`config.mk`:
```
export PLATFORM = sky130hd
export DESIGN_NAME = max11046_burst_reader
export DESIGN_NICKNAME = d
export VERILOG_FILES = /design/src/rtl/max11046_pkg.sv /design/src/rtl/max11046_burst_reader_serializer.sv /design/src/rtl/max11046_burst_reader.sv
export SDC_FILE = /design/constraint.sdc
export NUM_CORES = 1
export LEC_CHECK = 0
export ABC_AREA = 1
export BUFFER_PORTS_ARGS = -buffer_cell sky130_fd_sc_hd__buf_2
export CORE_ASPECT_RATIO = 0.8
export CORE_MARGIN = 4
export CORE_UTILIZATION = 45
export DETAILED_ROUTE_END_ITERATION = 7
export PLACE_DENSITY = 0.65
export SETUP_SLACK_MARGIN = 0.02
export SYNTH_ARGS = -nofsm -noshare
export SYNTH_HDL_FRONTEND = slang
export SYNTH_SLANG_ARGS = --single-unit
```
`constraint.sdc`:
```
create_clock -name clock -period 4.55 [get_ports clock]
set_input_delay 0 -clock clock [delete_from_list [all_inputs] [get_ports clock]]
set_output_delay 0 -clock clock [all_outputs]
set_load 0.05 [all_outputs]
```
`src/rtl/max11046_pkg.sv`:
```
// max11046_pkg: shared FSM states and frame sizing rules for the MAX11046 burst reader.
// Optional feature macro MAX11046_CH_TAG_EN: prefix every channel word with its channel index.
package max11046_pkg;
  typedef enum logic [2:0] {
    S_IDLE,
    S_CONVST,
    S_WAIT_EOC,
    S_RD_LOW,
    S_RD_HIGH,
    S_SHIFT,
    S_DONE
  } state_e;
`ifdef MAX11046_CH_TAG_EN
  localparam bit TAG_EN = 1'b1;
`else
  localparam bit TAG_EN = 1'b0;
`endif
  function automatic int tag_w(input int n_ch);
    return (n_ch > 1) ? $clog2(n_ch) : 1;
  endfunction
  function automatic int frame_len(input int data_w, input int n_ch, input bit tag_en);
    return n_ch * (data_w + (tag_en ? tag_w(n_ch) : 0));
  endfunction
endpackage

```
`src/rtl/max11046_burst_reader_serializer.sv`:
```
// adc_frame_serializer: shifts a loaded frame out MSB first on a divided serial clock.
// Ports: clk, rst_n (async active-low); load_i latches frame_i and starts the frame;
// ser_clk_o / ser_data_o / ser_frame_o drive the link; last_o pulses once the
// falling ser_clk edge after the final bit has been issued.
module adc_frame_serializer #(
  parameter int FL      = 128,
  parameter int SER_DIV = 4
) (
  input  logic          clk,
  input  logic          rst_n,
  input  logic          load_i,
  input  logic [FL-1:0] frame_i,
  output logic          ser_clk_o,
  output logic          ser_data_o,
  output logic          ser_frame_o,
  output logic          last_o
);
  localparam int DIV_W = (SER_DIV > 1) ? $clog2(SER_DIV) : 1;
  localparam int BIT_W = $clog2(FL + 1);
  logic [FL-1:0]    sr_q;
  logic [DIV_W-1:0] div_q;
  logic [BIT_W-1:0] bits_q;
  logic             sclk_q, frame_q, last_q;
  logic             div_end;
  assign div_end = div_q == DIV_W'(SER_DIV - 1);
  // bits_q counts rising edges; data only advances when ser_clk falls
  always_ff @(posedge clk or negedge rst_n) begin
    if (!rst_n) begin
      sr_q    <= '0;
      div_q   <= '0;
      bits_q  <= '0;
      sclk_q  <= 1'b0;
      frame_q <= 1'b0;
      last_q  <= 1'b0;
    end else if (load_i) begin
      sr_q    <= frame_i;
      div_q   <= '0;
      bits_q  <= '0;
      sclk_q  <= 1'b0;
      frame_q <= 1'b1;
      last_q  <= 1'b0;
    end else begin
      last_q <= 1'b0;
      if (frame_q) begin
        div_q <= div_end ? '0 : div_q + 1'b1;
        if (div_end) begin
          sclk_q <= ~sclk_q;
          if (!sclk_q) bits_q <= bits_q + 1'b1;
          else if (bits_q == BIT_W'(FL)) begin
            frame_q <= 1'b0;
            last_q  <= 1'b1;
          end else sr_q <= sr_q << 1;
        end
      end
    end
  end
  assign ser_clk_o   = sclk_q;
  assign ser_data_o  = frame_q & sr_q[FL-1];
  assign ser_frame_o = frame_q;
  assign last_o      = last_q;
endmodule

```
`src/rtl/max11046_burst_reader.sv`:
```
// max11046_burst_reader: runs CONVST, EOC wait, N_CH CS/RD reads and serialises the frame.
// Ports: clock, reset_n (async active-low); start requests one cycle; eoc_n/db_in from ADC;
// convst_n/cs_n/rd_n ADC strobes; ser_clk/ser_data/ser_frame serial link;
// busy, done pulse, sticky overrun and timeout flags.
// Macro MAX11046_CH_TAG_EN inserts a channel-index tag ahead of each word.
module max11046_burst_reader
  import max11046_pkg::*;
#(
  parameter int DATA_W      = 16,
  parameter int N_CH        = 8,
  parameter int CONVST_CYC  = 4,
  parameter int RD_LOW_CYC  = 3,
  parameter int RD_HIGH_CYC = 2,
  parameter int SER_DIV     = 4,
  parameter int EOC_TIMEOUT = 4096
) (
  input  logic              clock,
  input  logic              reset_n,
  input  logic              start,
  input  logic              eoc_n,
  input  logic [DATA_W-1:0] db_in,
  output logic              convst_n,
  output logic              cs_n,
  output logic              rd_n,
  output logic              ser_clk,
  output logic              ser_data,
  output logic              ser_frame,
  output logic              busy,
  output logic              done,
  output logic              overrun,
  output logic              timeout
);
  localparam int FL    = frame_len(DATA_W, N_CH, TAG_EN);
  localparam int CH_W  = (N_CH > 1) ? $clog2(N_CH) : 1;
  localparam int CNT_W = $clog2(CONVST_CYC + EOC_TIMEOUT + RD_LOW_CYC + RD_HIGH_CYC + 1);
  state_e                        state_q, state_d;
  logic [CNT_W-1:0]              cnt_q, cnt_d;
  logic [CH_W-1:0]               ch_q, ch_d;
  logic                          overrun_q, overrun_d, timeout_q, timeout_d;
  logic [N_CH-1:0][DATA_W-1:0]   chbuf_q;
  logic [2:0]                    eoc_q;
  logic [FL-1:0]                 frame;
  logic                          eoc_fall, cap, load, ser_last;
  // eoc_q[1:0] is the synchroniser, eoc_q[2] the previous synchronised value
  assign eoc_fall = eoc_q[2] & ~eoc_q[1];
  always_ff @(posedge clock or negedge reset_n) begin
    if (!reset_n) begin
      state_q   <= S_IDLE;
      cnt_q     <= '0;
      ch_q      <= '0;
      overrun_q <= 1'b0;
      timeout_q <= 1'b0;
      eoc_q     <= '1;
      chbuf_q   <= '0;
    end else begin
      state_q   <= state_d;
      cnt_q     <= cnt_d;
      ch_q      <= ch_d;
      overrun_q <= overrun_d;
      timeout_q <= timeout_d;
      eoc_q     <= {eoc_q[1:0], eoc_n};
      if (cap) chbuf_q[ch_q] <= db_in;
    end
  end
  always_comb begin
    state_d   = state_q;
    cnt_d     = cnt_q + 1'b1;
    ch_d      = ch_q;
    cap       = 1'b0;
    load      = 1'b0;
    overrun_d = overrun_q | (start & (state_q != S_IDLE));
    timeout_d = timeout_q;
    case (state_q)
      S_IDLE: begin
        cnt_d = '0;
        if (start) begin
          state_d   = S_CONVST;
          overrun_d = 1'b0;
          timeout_d = 1'b0;
        end
      end
      S_CONVST: if (cnt_q == CNT_W'(CONVST_CYC - 1)) begin
        state_d = S_WAIT_EOC;
        cnt_d   = '0;
      end
      S_WAIT_EOC: if (eoc_fall) begin
        state_d = S_RD_LOW;
        cnt_d   = '0;
        ch_d    = '0;
      end else if (cnt_q == CNT_W'(EOC_TIMEOUT - 1)) begin
        state_d   = S_IDLE;
        timeout_d = 1'b1;
      end
      S_RD_LOW: if (cnt_q == CNT_W'(RD_LOW_CYC - 1)) begin
        cap     = 1'b1;
        state_d = S_RD_HIGH;
        cnt_d   = '0;
      end
      S_RD_HIGH: if (cnt_q == CNT_W'(RD_HIGH_CYC - 1)) begin
        cnt_d = '0;
        if (ch_q == CH_W'(N_CH - 1)) begin
          state_d = S_SHIFT;
          load    = 1'b1;
        end else begin
          ch_d    = ch_q + 1'b1;
          state_d = S_RD_LOW;
        end
      end
      S_SHIFT: if (ser_last) state_d = S_DONE;
      S_DONE: state_d = S_IDLE;
      default: state_d = S_IDLE;
    endcase
  end
  // buf[0] lands in the frame MSBs so it is transmitted first
  for (genvar i = 0; i < N_CH; i++) begin : g_frame
`ifdef MAX11046_CH_TAG_EN
    localparam int TW = tag_w(N_CH);
    assign frame[FL-1-i*(DATA_W+TW) -: DATA_W+TW] = {TW'(i), chbuf_q[i]};
`else
    assign frame[FL-1-i*DATA_W -: DATA_W] = chbuf_q[i];
`endif
  end
  adc_frame_serializer #(.FL(FL), .SER_DIV(SER_DIV)) u_ser (
    .clk        (clock),
    .rst_n      (reset_n),
    .load_i     (load),
    .frame_i    (frame),
    .ser_clk_o  (ser_clk),
    .ser_data_o (ser_data),
    .ser_frame_o(ser_frame),
    .last_o     (ser_last)
  );
  assign convst_n = state_q != S_CONVST;
  assign cs_n     = !(state_q == S_RD_LOW || state_q == S_RD_HIGH);
  assign rd_n     = state_q != S_RD_LOW;
  assign busy     = state_q != S_IDLE;
  assign done     = state_q == S_DONE;
  assign overrun  = overrun_q;
  assign timeout  = timeout_q;
endmodule

```
==> results by group, run 1 <==
Run status
  – Outcome: finished clean

Synth
  – Top-count cell post-synth: dfrtp_1
  – Number of synthesized register bits: 293
  – Synth cell count leaders: dfrtp_1, nand2_1, nor2_1, nand3_1, o21ai_0
  – Post-synth top area share: 0.573
  – EDFF count, synth: 0
  – Area contributors post-synth: dfrtp_1, nand3_1, o21ai_0
  – Synth Area per Inst: 9.01 µm²
  – Synth Cell Area: 12700 µm²
  – Seq/Total Area, Yosys: 0.580
  – Unique masters post-synth: 33
  – Yosys warns: 0
  – Mapped Nets: 1433
  – Gate Count Post-Synth: 1404
  – Ys flop type: dfrtp_1
  – Synth async-reset ratio: 1.00
  – Most area-hungry cell type in the Yosys netlist: dfrtp_1

Run
  – Max-cap violations: 0

Finish
  – Cell Count, Final, Fillers Out: 1783
  – Share of layout cells above drive strength 1: 0.0796
  – Inserted Diodes: 0
  – Fin nets: 1425
  – Area grow syn2layout: 11.7%

Worst setup path
  – Crit end category: flop
  – Crit path buf inv count: 3
  – CP Class: flop to flop
  – CP max FO: 77
  – Startpoint Class: flop
  – Cell family with most CP delay: simple AND/OR/NAND/NOR gates
  – R2r endpoint: u_ser.sr_q[33]
  – Max stage delay on crit path: 830 ps
  – Worst path slowest cell: nand2_4
  – Worst Path Arrival: 3960 ps
  – Req. time, crit path: 5000 ps
  – Reg2Reg Launch Point: cnt_q[1]
  – FF-to-FF path depth: 11
  – Setup slack, reg-to-reg: 1040 ps
  – CP Cell Sequence: inv_1, ha_1, nand2_1, nor2_1, nand2_1, inv_4, nand2_4, nand2_4, buf_12, nor2_1, a21oi_1

Hold path
  – Worst hold path type: input pin to flop
  – Hold path start: db_in[15]
  – Hold depth: 3
  – Hold EP: chbuf_q[95]

CTS
  – Clock root cell: clkbuf_16
  – Longest Clk Path Bufs: 3
  – Worst skew pair latency: 550 ps
  – CTS Buf Count: 29
  – Sink Count: 293
  – H-tree Lvls: 1
  – Postcts setup bufs: 0
  – Post-CTS sizing: 0
  – CTS tree: yes
  – Reg clk slew, reported paths: 70 ps

Detailed routing
  – WL/cell: 17.4 µm
  – Number of routed nets with antenna violations: 0
  – Vias/cell: 5.54
  – Top sig layer: met4
  – Routed length on met3: 1610 µm
  – Final wirelength: 30900 µm
  – Post-Route M1 WL: 15400 µm
  – DRC violations left: 0
  – Initial DRC count: 877
  – Vias: 9878
  – Wire length on met2: 13500 µm
  – DRT Pass-1 Iters: 5

Placed design
  – Final Wtd Congestion: 0.848
  – IO Port Bufs: 29
  – Hpwl dp: 17200 µm
  – Placed cells: 1711

Timing
  – Final Slew Violations: 0
  – Slew at the pin closest to its max-slew limit: 1140 ps
  – Final Hold Vio Count: 0
  – Worst Skew: 23.5 ps
  – Fmax: 285 MHz
  – Final Cycle Share: 0.771
  – Setup TNS: 0 ps
  – Rel. slew slack: 0.236
  – RSZ-0062 raised after global routing: no
  – Final setup fails: 0
  – Tmin final: 3510 ps

Floorplanning
  – Die X: 195 µm
  – Io pins: 30
  – Rows: 54
  – Core region area: 27500 µm²
  – Die Height: 158 µm
  – Initial Utilization: 0.460
  – Die area: 30900 µm²

Pwr
  – Net Sw Frac: 0.216
  – Combinational share of power: 0.036
  – Maximum VDD drop: 0.000282 V
  – Leak: 6.33 nW
  – P_sw: 0.00122 W
  – Internal power: 0.00441 W
  – Clock power share: 0.473
  – Reg power frac: 0.492
  – P per Cell Area: 398 nW/µm²

GRT
  – First-pass GRT wire length: 51200 µm
  – Vias in the first global route: 9541
  – GR Util All Layers: 0.201
  – Initial antenna violation count: 0
  – Grt ovf: 0
  – Pin count of the biggest net entering global routing: 103
[worst register-to-register path, cell delays in order (launching register included)]
cell	delay (ps)
dfrtp_1	430
inv_1	80
ha_1	130
nand2_1	50
nor2_1	100
nand2_1	120
inv_4	470
nand2_4	520
nand2_4	830
buf_12	390
nor2_1	140
a21oi_1	150
[worst max path at each step]
stage / startpoint / to / slack, ps / depth (start not counted)
after detailed placement: cnt_q[1] / u_ser.sr_q[33] / 1080 / 11
final: cnt_q[1] / u_ser.sr_q[33] / 1040 / 11
after global routing: cnt_q[2] / u_ser.sr_q[64] / 790 / 10
after floorplan: u_ser.ser_frame_o / u_ser.sr_q[100] / 2700 / 9
after CTS: cnt_q[1] / u_ser.sr_q[33] / 1080 / 11
after global placement: cnt_q[9] / u_ser.sr_q[0] / 1110 / 11
[what timing repair did]
| item | in CTS | in global routing |
|---|---|---|
| hold endpoints to repair | 213 | 0 |
| setup endpoints to repair | 0 | 0 |
| hold buffers | 18 | 0 |
[metrics by stage]
step | instance area, µm² | setup WS [ps] | hold slack [ps] | utilization | power [W]
6_report | 14100 | 1040 | 40.2 | 0.514 | 0.00563
3_3_place_gp | 12900 | 1110 | 100 | 0.469 | 0.00300
5_1_grt | 14100 | 786 | 39.9 | 0.514 | 0.00582
3_5_place_dp | 12900 | 1080 | 95.3 | 0.469 | 0.00300
2_1_floorplan | 12700 | 2700 | -296 | - | 0.00289
4_1_cts | 14100 | 1080 | 21.0 | 0.514 | 0.00566
[area by class of cell]
| cell class | instances | area [µm²] |
|---|---|---|
| Clock inverter | 18 | 272 |
| Inverter | 52 | 198 |
| Tap cell | 364 | 455 |
| Clock buffer | 36 | 792 |
| Multi-Input combinational cell | 964 | 4660 |
| Timing Repair Buffer | 56 | 428 |
| Fill cell | 2496 | 13400 |
| Sequential cell | 293 | 7340 |
[state kept, by name, indices dropped and copies added, names as in the netlist, 2 cells and up, named ones only]
signal,cells
state_q,3
u_ser.bits_q,8
chbuf_q,128
u_ser.sr_q,128
u_ser.div_q,2
cnt_q,13
eoc_q,3
ch_q,3
[logic make-up after synthesis]
family / after synthesis / synth area share
AOI/OAI and AO/OA: 397 / 0.158
xor gates and xnor gates: 16 / 0.0111
adders and majority gates: 9 / 0.00890
buffers and inverters: 147 / 0.0547
DFF: 293 / 0.580
muxes: 1 / 0.000791
and+or+nand+nor: 541 / 0.186
[per-layer routing]
metal | global-route usage | up-vias
li1 | - | 4711
met1 | 0.314 | 4873
met2 | 0.308 | 256
met3 | 0.0232 | 38
met4 | 0.0352 | 0
met5 | 0 | -
[cell usage in the layout (no fill, tap or decap), types with 4 or more instances in the layout]
cell type / instances
nand3_1: 151
buf_2: 28
a21oi_1: 132
dlygate4sd3_1: 18
buf_4: 7
nand3b_1: 4
nor2_1: 172
bufinv_16: 7
o21ai_0: 145
clkbuf_8: 4
xor2_1: 12
clkbuf_16: 29
ha_1: 9
nand4_2: 7
clkinv_2: 9
nand2_1: 192
xnor2_1: 4
inv_1: 50
o21ai_1: 114
dfrtp_1: 290
[power by group through the flow]
stage / clock [W] / sequential [W] / combinational [W]
after floorplan: 0 / 0.00280 / 0.0000964
after global placement: 0 / 0.00281 / 0.000186
after detailed placement: 0 / 0.00281 / 0.000193
after CTS: 0.00269 / 0.00276 / 0.000205
after global routing: 0.00281 / 0.00278 / 0.000235
final: 0.00266 / 0.00277 / 0.000200
Note: power is estimated with default switching activity, not from simulation.
==> inputs of run 2 (changes only) <==
==> constraint.sdc (replaced) <==
create_clock -name clock -period 3.3 [get_ports clock]
set_input_delay 0 -clock clock [delete_from_list [all_inputs] [get_ports clock]]
set_output_delay 0 -clock clock [all_outputs]
set_load 0.05 [all_outputs]
==> run 2 against run 1 <==
  * Clock-buffer cell count rose by 16
  * Non-clock buffer count rose by 12
  * Global-route usage is 0.37 points higher
  * Critical path depth is 2 lower
  * Via count increased by 0.63%
  * Final cell count is 0.79% higher
  * Sequential power increased by 38%
  * Combinational power is 40% higher
==> results by group, run 2 (synthesis results as in run 1) <==
Worst setup path
  – Worst Path Arrival: 2650 ps (-1310 ps)
  – Worst path slowest cell: dfrtp_1
  – Max stage delay on crit path: 420 ps (-410 ps)
  – CP Cell Sequence: nor2_1, nand2_1, nor2_1, nand2_1, inv_4, buf_12, nand3_1, nand3_1, nand2_1
  – Most repeated library cell on the critical path: nand2_1
  – Startpoint Class: flop
  – CP Class: flop to flop
  – Crit path buf inv count: 2 (-1)
  – Crit end category: flop
  – CP max FO: 129 (+68%)
  – Cell family with most CP delay: simple AND/OR/NAND/NOR gates
  – Req. time, crit path: 3720 ps (-1280 ps)

CTS
  – CTS Buf Count: 30 (+3.4%)
  – Post-CTS sizing: 0 (unchanged)
  – Longest Clk Path Bufs: 3 (unchanged)
  – H-tree Lvls: 1 (unchanged)
  – Worst skew pair latency: 560 ps (about the same)
  – Reg clk slew, reported paths: 60 ps (about the same)
  – Sink Count: 293 (unchanged)
  – Hold_buf cts: 19 (+1)
  – Postcts setup bufs: 0 (unchanged)
  – CTS tree: yes
  – Clock root cell: clkbuf_16

GRT
  – Pin count of the biggest net entering global routing: 130 (+26%)
  – Met3 Resource Use GR: 0.0283 (+0.00511)
  – Global-route met2 utilization: 0.318 (+0.0104)
  – M1 GR Usage: 0.310 (-0.00399)
  – Vias in the first global route: 9943 (+4.2%)
  – GR Util All Layers: 0.204 (+0.00366)
  – Grt ovf: 0 (unchanged)
  – First-pass GRT wire length: 52400 µm (+2.4%)
  – Most used routing layer: met2
  – Initial antenna violation count: 0 (unchanged)

Detailed routing
  – WL/cell: 17.1 µm (-1.7%)
  – Final wirelength: 30600 µm (-0.98%)
  – Vias: 9940 (+0.63%)
  – Number of routed nets with antenna violations: 0 (unchanged)
  – DRC violations left: 0 (unchanged)
  – Vias/cell: 5.53 (-0.16%)
  – Initial DRC count: 805 (-8.2%)
  – DRT Pass-1 Iters: 5 (unchanged)

Run status
  – Outcome: finished clean

Floorplanning
  – Die area: 30900 µm² (unchanged)
  – Initial Utilization: 0.460 (unchanged)
  – Core region area: 27500 µm² (unchanged)
  – Io pins: 30 (unchanged)
  – Die Height: 158 µm (unchanged)
  – Rows: 54 (unchanged)
  – Die X: 195 µm (unchanged)

Finish
  – Most common cell after layout, fill and taps aside: dfrtp_1
  – Inserted Diodes: 0 (unchanged)
  – Filler cell count: 2563 (+2.7%)
  – Share of layout cells above drive strength 1: 0.0816 (+0.00201)
  – Area grow syn2layout: 12.1%
  – Fin nets: 1438 (+0.91%)
  – Commonest non-fill, non-tap cells in the layout: dfrtp_1, nand2_1, nor2_1
  – Biggest regs: chbuf_q x128, u_ser.sr_q x128, cnt_q x13

Timing
  – Hold WS: 107 ps (+67.1 ps)
  – Final Cycle Share: 0.674 (-0.0965)
  – RSZ-0062 raised after global routing: no
  – Rel. slew slack: 0.414 (+0.178)
  – Slew at the pin closest to its max-slew limit: 876 ps (-268 ps)
  – Final setup fails: 0 (unchanged)
  – Worst Skew: 27.3 ps (+3.82 ps)
  – Setup TNS: 0 ps (unchanged)
  – Final Slew Violations: 0 (unchanged)
  – Tmin final: 2230 ps (-1280 ps)
  – Fmax: 449 MHz (+58%)
  – Final Hold Vio Count: 0 (unchanged)

Placed design
  – Hpwl dp: 17000 µm (-1.2%)
  – Final Wtd Congestion: 0.798 (-5.9%)
  – IO Port Bufs: 29 (unchanged)

Pwr
  – P per Cell Area: 521 nW/µm² (+31%)
  – Leak: 6.34 nW (+0.18%)
  – Maximum VDD drop: 0.000396 V (+40%)

Run
  – Max-cap violations: 0 (unchanged)

Hold path
  – Worst hold path type: input pin to asynchronous set/reset pin
==> run 2: changes by cell type in the layout (fill, tap and decap cells not counted), sizes merged <==
cell / before / now
clkinv: 9 / 3
buf: 38 / 49
bufinv: 7 / 0
clkbuf: 36 / 52
clkinvlp: 1 / 0
dlygate4sd3: 18 / 19
==> run 2: routing by layer <==
metal,vias to the layer above,wire [µm]
li1,4745,-
met4,0,557
met1,4912,14900
met2,247,13400
met5,-,0
met3,36,1690
==> run 2: worst reg2reg max path, cell delays in order (launching register included) <==
cell	delay [ps]
dfrtp_1	420
nor2_1	180
nand2_1	70
nor2_1	130
nand2_1	130
inv_4	100
buf_12	420
nand3_1	390
nand3_1	200
nand2_1	70
==> run 2: final timing paths <==
| check | end | slack, ps | depth (start not counted) | start |
|---|---|---|---|---|
| max | u_ser.bits_q[6] | 1070 | 9 | cnt_q[2] |
| min | cnt_q[6] | 110 | 2 | reset_n |
| max reg2reg | u_ser.bits_q[6] | 1070 | 9 | cnt_q[2] |
| min reg2reg | eoc_q[1] | 360 | 0 | eoc_q[0] |
| min in group clock | eoc_q[0] | 130 | 2 | eoc_n |
| max in group asynchronous | chbuf_q[8] | 2280 | 3 | reset_n |
==> run 2: per-stage QoR <==
| stage | power [W] | utilization | cells | area, µm² | setup slack, ps |
|---|---|---|---|---|---|
| floorplan | 0.00399 | - | 1404 | 12700 | 1450 |
| global placement | 0.00414 | 0.474 | 1722 | 13000 | 1090 |
| detailed placement | 0.00415 | 0.474 | 1722 | 13000 | 1030 |
| CTS | 0.00748 | 0.516 | 1797 | 14200 | 1010 |
| global route | 0.00770 | 0.516 | 1797 | 14200 | 783 |
| finish | 0.00739 | 0.516 | 1797 | 14200 | 1070 |
==> run 2: area by class of cell <==
cell class / count / area, µm² / area share
Multi-Input combinational cell: 964 / 4660 / 0.328
Clock buffer: 52 / 933 / 0.0658
Clock inverter: 4 / 35.0 / 0.00247
Sequential cell: 293 / 7340 / 0.517
Timing Repair Buffer: 68 / 571 / 0.0402
Inverter: 52 / 198 / 0.0139
Tap cell: 364 / 455 / 0.0321
==> run 2: where the power goes <==
part / total, W / switching (W) / internal [W]
clock network: 0.00329 / 0.00138 / 0.00191
logic: 0.000280 / 0.000179 / 0.000101
registers: 0.00381 / 0.0000779 / 0.00374
total: 0.00739 / 0.00164 / 0.00575
==> inputs of run 3 (changes only) <==
--- a/config.mk
+++ b/config.mk
@@ -5,13 +5,13 @@
 export SDC_FILE = /design/constraint.sdc
 export NUM_CORES = 1
 export LEC_CHECK = 0
-export ABC_AREA = 1
+export ABC_AREA = 0
 export BUFFER_PORTS_ARGS = -buffer_cell sky130_fd_sc_hd__buf_2
 export CORE_ASPECT_RATIO = 0.8
 export CORE_MARGIN = 4
 export CORE_UTILIZATION = 45
 export DETAILED_ROUTE_END_ITERATION = 7
-export PLACE_DENSITY = 0.65
+export PLACE_DENSITY = 0.67
 export SETUP_SLACK_MARGIN = 0.02
 export SYNTH_ARGS = -nofsm -noshare
 export SYNTH_HDL_FRONTEND = slang
==> constraint.sdc (replaced) <==
create_clock -name clock -period 1.88 [get_ports clock]
set_input_delay 0 -clock clock [delete_from_list [all_inputs] [get_ports clock]]
set_output_delay 0 -clock clock [all_outputs]
set_load 0.05 [all_outputs]
==> run 3 against run 2 <==
  * The run now ends with negative setup slack left
  * Register-to-register slack lost 1500 ps
  * Clock power grew 88%
  * Critical path depth fell by 1
  * Hold slack better by 4.1 ps
==> results by group, run 3 <==
CTS
  – Clock root cell: clkbuf_16
  – Worst skew pair latency: 550 ps (about the same)
  – CTS Buf Count: 30 (unchanged)
  – Reg clk slew, reported paths: 60 ps (about the same)
  – CTS tree: yes
  – Sink Count: 293 (unchanged)
  – Longest Clk Path Bufs: 3 (unchanged)
  – H-tree Lvls: 1 (unchanged)

Placed design
  – IO Port Bufs: 29 (unchanged)
  – Final Wtd Congestion: 0.780 (-2.3%)
  – Hpwl dp: 17400 µm (+2.4%)
  – Placed cells: 1465 (-15%)

Finish
  – Commonest non-fill, non-tap cells in the layout: dfrtp_1, mux2i_1, nor2_1
  – Fin nets: 1208 (-16%)
  – Filler cell count: 2114 (-18%)
  – Final cell utilization of the core: 0.597 (+0.0816)
  – Most common cell after layout, fill and taps aside: dfrtp_1
  – Cell Count, Final, Fillers Out: 1566 (-13%)
  – Area grow syn2layout: 29.6%
  – Register area: 7340 µm² (about the same)
  – Inserted Diodes: 0 (unchanged)
  – Multi-input gate area: 5610 µm² (+20%)
  – Biggest regs: chbuf_q x128, u_ser.sr_q x128, cnt_q x13
  – Share of layout cells above drive strength 1: 0.354 (+0.272)

Synth
  – Number of synthesized register bits: 293 (unchanged)
  – Synth cell count leaders: dfrtp_1, nor2_1, a21oi_1, mux2i_1, mux2_2
  – EDFF count, synth: 0 (unchanged)
  – Gate Count Post-Synth: 1041 (-26%)
  – Post-synth top area share: 0.572 (-0.00119)
  – Unique masters post-synth: 44 (+33%)
  – Mapped Nets: 1070 (-25%)
  – Synth Cell Area: 12700 µm² (+0.21%)
  – Area contributors post-synth: dfrtp_1, mux2i_1, mux2_2
  – Synth async-reset ratio: 1.00 (unchanged)
  – Top-count cell post-synth: dfrtp_1
  – Yosys warns: 0 (unchanged)
  – Seq/Total Area, Yosys: 0.578 (-0.00120)
  – Ys flop type: dfrtp_1
  – Synth Area per Inst: 12.2 µm² (+35%)
  – Most area-hungry cell type in the Yosys netlist: dfrtp_1

Timing
  – Final Cycle Share: 1.24 (+0.564)
  – Fmax: 430 MHz (-4.4%)
  – Final Hold Vio Count: 0 (unchanged)
  – Rel. slew slack: 0.772 (+0.358)
  – Tmin final: 2330 ps (+102 ps)
  – Worst Skew: 14.9 ps (-12.4 ps)
  – Min setup slack post-route: -447 ps (-1520 ps)
  – RSZ-0062 raised after global routing: yes
  – Final Slew Violations: 0 (unchanged)
  – Final setup fails: 256 (+256)
  – Slew at the pin closest to its max-slew limit: 341 ps (-535 ps)
  – Setup TNS: -67950 ps (-67950 ps)

Worst setup path
  – Worst Path Arrival: 2750 ps (+100 ps)
  – Setup slack, reg-to-reg: -450 ps (-1520 ps)
  – Reg2Reg Launch Point: cnt_q[8]
  – CP Class: flop to flop
  – Critical path origin: cnt_q[8]
  – Req. time, crit path: 2300 ps (-1420 ps)
  – FF-to-FF path depth: 8 (-1)
  – Startpoint Class: flop
  – Crit end category: flop
  – R2r endpoint: chbuf_q[109]
  – CP max FO: 8 (-94%)

Detailed routing
  – Final wirelength: 30100 µm (-1.9%)
  – Initial DRC count: 603 (-25%)
  – WL/cell: 19.2 µm (+13%)
  – Vias/cell: 5.39 (-2.5%)
  – Vias: 8444 (-15%)
  – DRC violations left: 0 (unchanged)
  – Number of routed nets with antenna violations: 0 (unchanged)
  – DRT Pass-1 Iters: 4 (-1)

Floorplanning
  – Die Height: 158 µm (about the same)
  – Rows: 54 (unchanged)
  – Initial Utilization: 0.461 (+0.000955)
  – Core region area: 27500 µm² (unchanged)
  – Io pins: 30 (unchanged)
  – Die X: 196 µm (about the same)
  – Die area: 30900 µm² (+0.20%)

Pwr
  – Maximum VDD drop: 0.000750 V (+89%)
  – Leak: 8.70 nW (+37%)
  – P per Cell Area: 938 nW/µm² (+80%)

Hold path
  – Worst hold path type: input pin to flop
  – Hold path start: eoc_n
  – Hold depth: 2
  – Hold EP: eoc_q[0]

GRT
  – Vias in the first global route: 8819 (-11%)
  – Pin count of the biggest net entering global routing: 53 (-59%)
  – Grt ovf: 0 (unchanged)
  – Initial antenna violation count: 2 (+2)
  – First-pass GRT wire length: 48900 µm (-6.7%)
  – GR Util All Layers: 0.196 (-0.00836)

Run status
  – Outcome: finished with violations
  – Violated checks: negative setup slack

Run
  – Max-cap violations: 0 (unchanged)
[run 3: cell families (layout without fill, tap and decap cells)]
family                     after synthesis  after routing  share of synthesized area
AOI/OAI and AO/OA                      145            145                     0.0583
xor gates and xnor gates                17             17                     0.0117
adders and majority gates                9              9                    0.00888
buffers and inverters                   70            231                     0.0254
DFF                                    293            293                      0.578
muxes                                  264            264                      0.224
and+or+nand+nor                        243            243                     0.0928
[run 3: what timing repair did]
| action | CTS | global route |
|---|---|---|
| setup buffers | 9 | 3 |
| hold buffers | 21 | 0 |
| gates resized for setup | 98 | 59 |
| endpoints found under the setup margin | 273 | 288 |
| cloned | 12 | 2 |
| endpoints found under the hold margin | 421 | 0 |
| pin swaps | 5 | 6 |
[run 3: layout make-up]
cell class | count | share of cell area
clock buffer | 45 | 0.0535
clock inverter | 10 | 0.00937
inverter | 9 | 0.00206
multi-input combinational | 678 | 0.341
sequential | 293 | 0.447
tap | 364 | 0.0277
timing repair buffer | 167 | 0.119
[run 3: layer usage]
metal,GRT usage,share of wire,up-vias
met3,0.0277,0.045,52
met4,0.0452,0.020,4
met1,0.277,0.46,4323
met5,0,0.00070,-
met2,0.326,0.48,141
li1,-,-,3924
[run 3: metrics by stage]
stage | hold WS, ps | total power, W | worst slack, ps | cell area (µm²)
detailed placement | -21.7 | 0.00907 | -431 | 14100
global placement | -19.2 | 0.00902 | -381 | 14100
global route | 88.8 | 0.0160 | -483 | 16400
floorplan | -296 | 0.00826 | -498 | 12900
CTS | 71.2 | 0.0155 | -407 | 16200
finish | 111 | 0.0154 | -447 | 16400
[run 3: power breakdown]
part	internal (W)	switching (W)	leakage [nW]	total, W
sequential	0.00669	0.000244	3.90	0.00694
clock	0.00376	0.00242	0.509	0.00618
combinational	0.00109	0.00119	4.29	0.00228
[run 3: worst max-delay path, cell delays in order, from the launching register on]
cell and delay [ps]:
dfrtp_1 380, or4_4 580, nor3_4 200, buf_6 130
nand2_4 60, nor3_4 190, buf_4 170, clkbuf_16 180
mux2_4 300
[run 3: worst max-delay path by stage]
stage	endpoint	cells after the start	slack [ps]
after floorplan	chbuf_q[38]	6	-500
after global placement	chbuf_q[36]	6	-380
after detailed placement	chbuf_q[2]	6	-430
after CTS	chbuf_q[35]	6	-410
after global routing	chbuf_q[108]	8	-480
final	chbuf_q[109]	8	-450
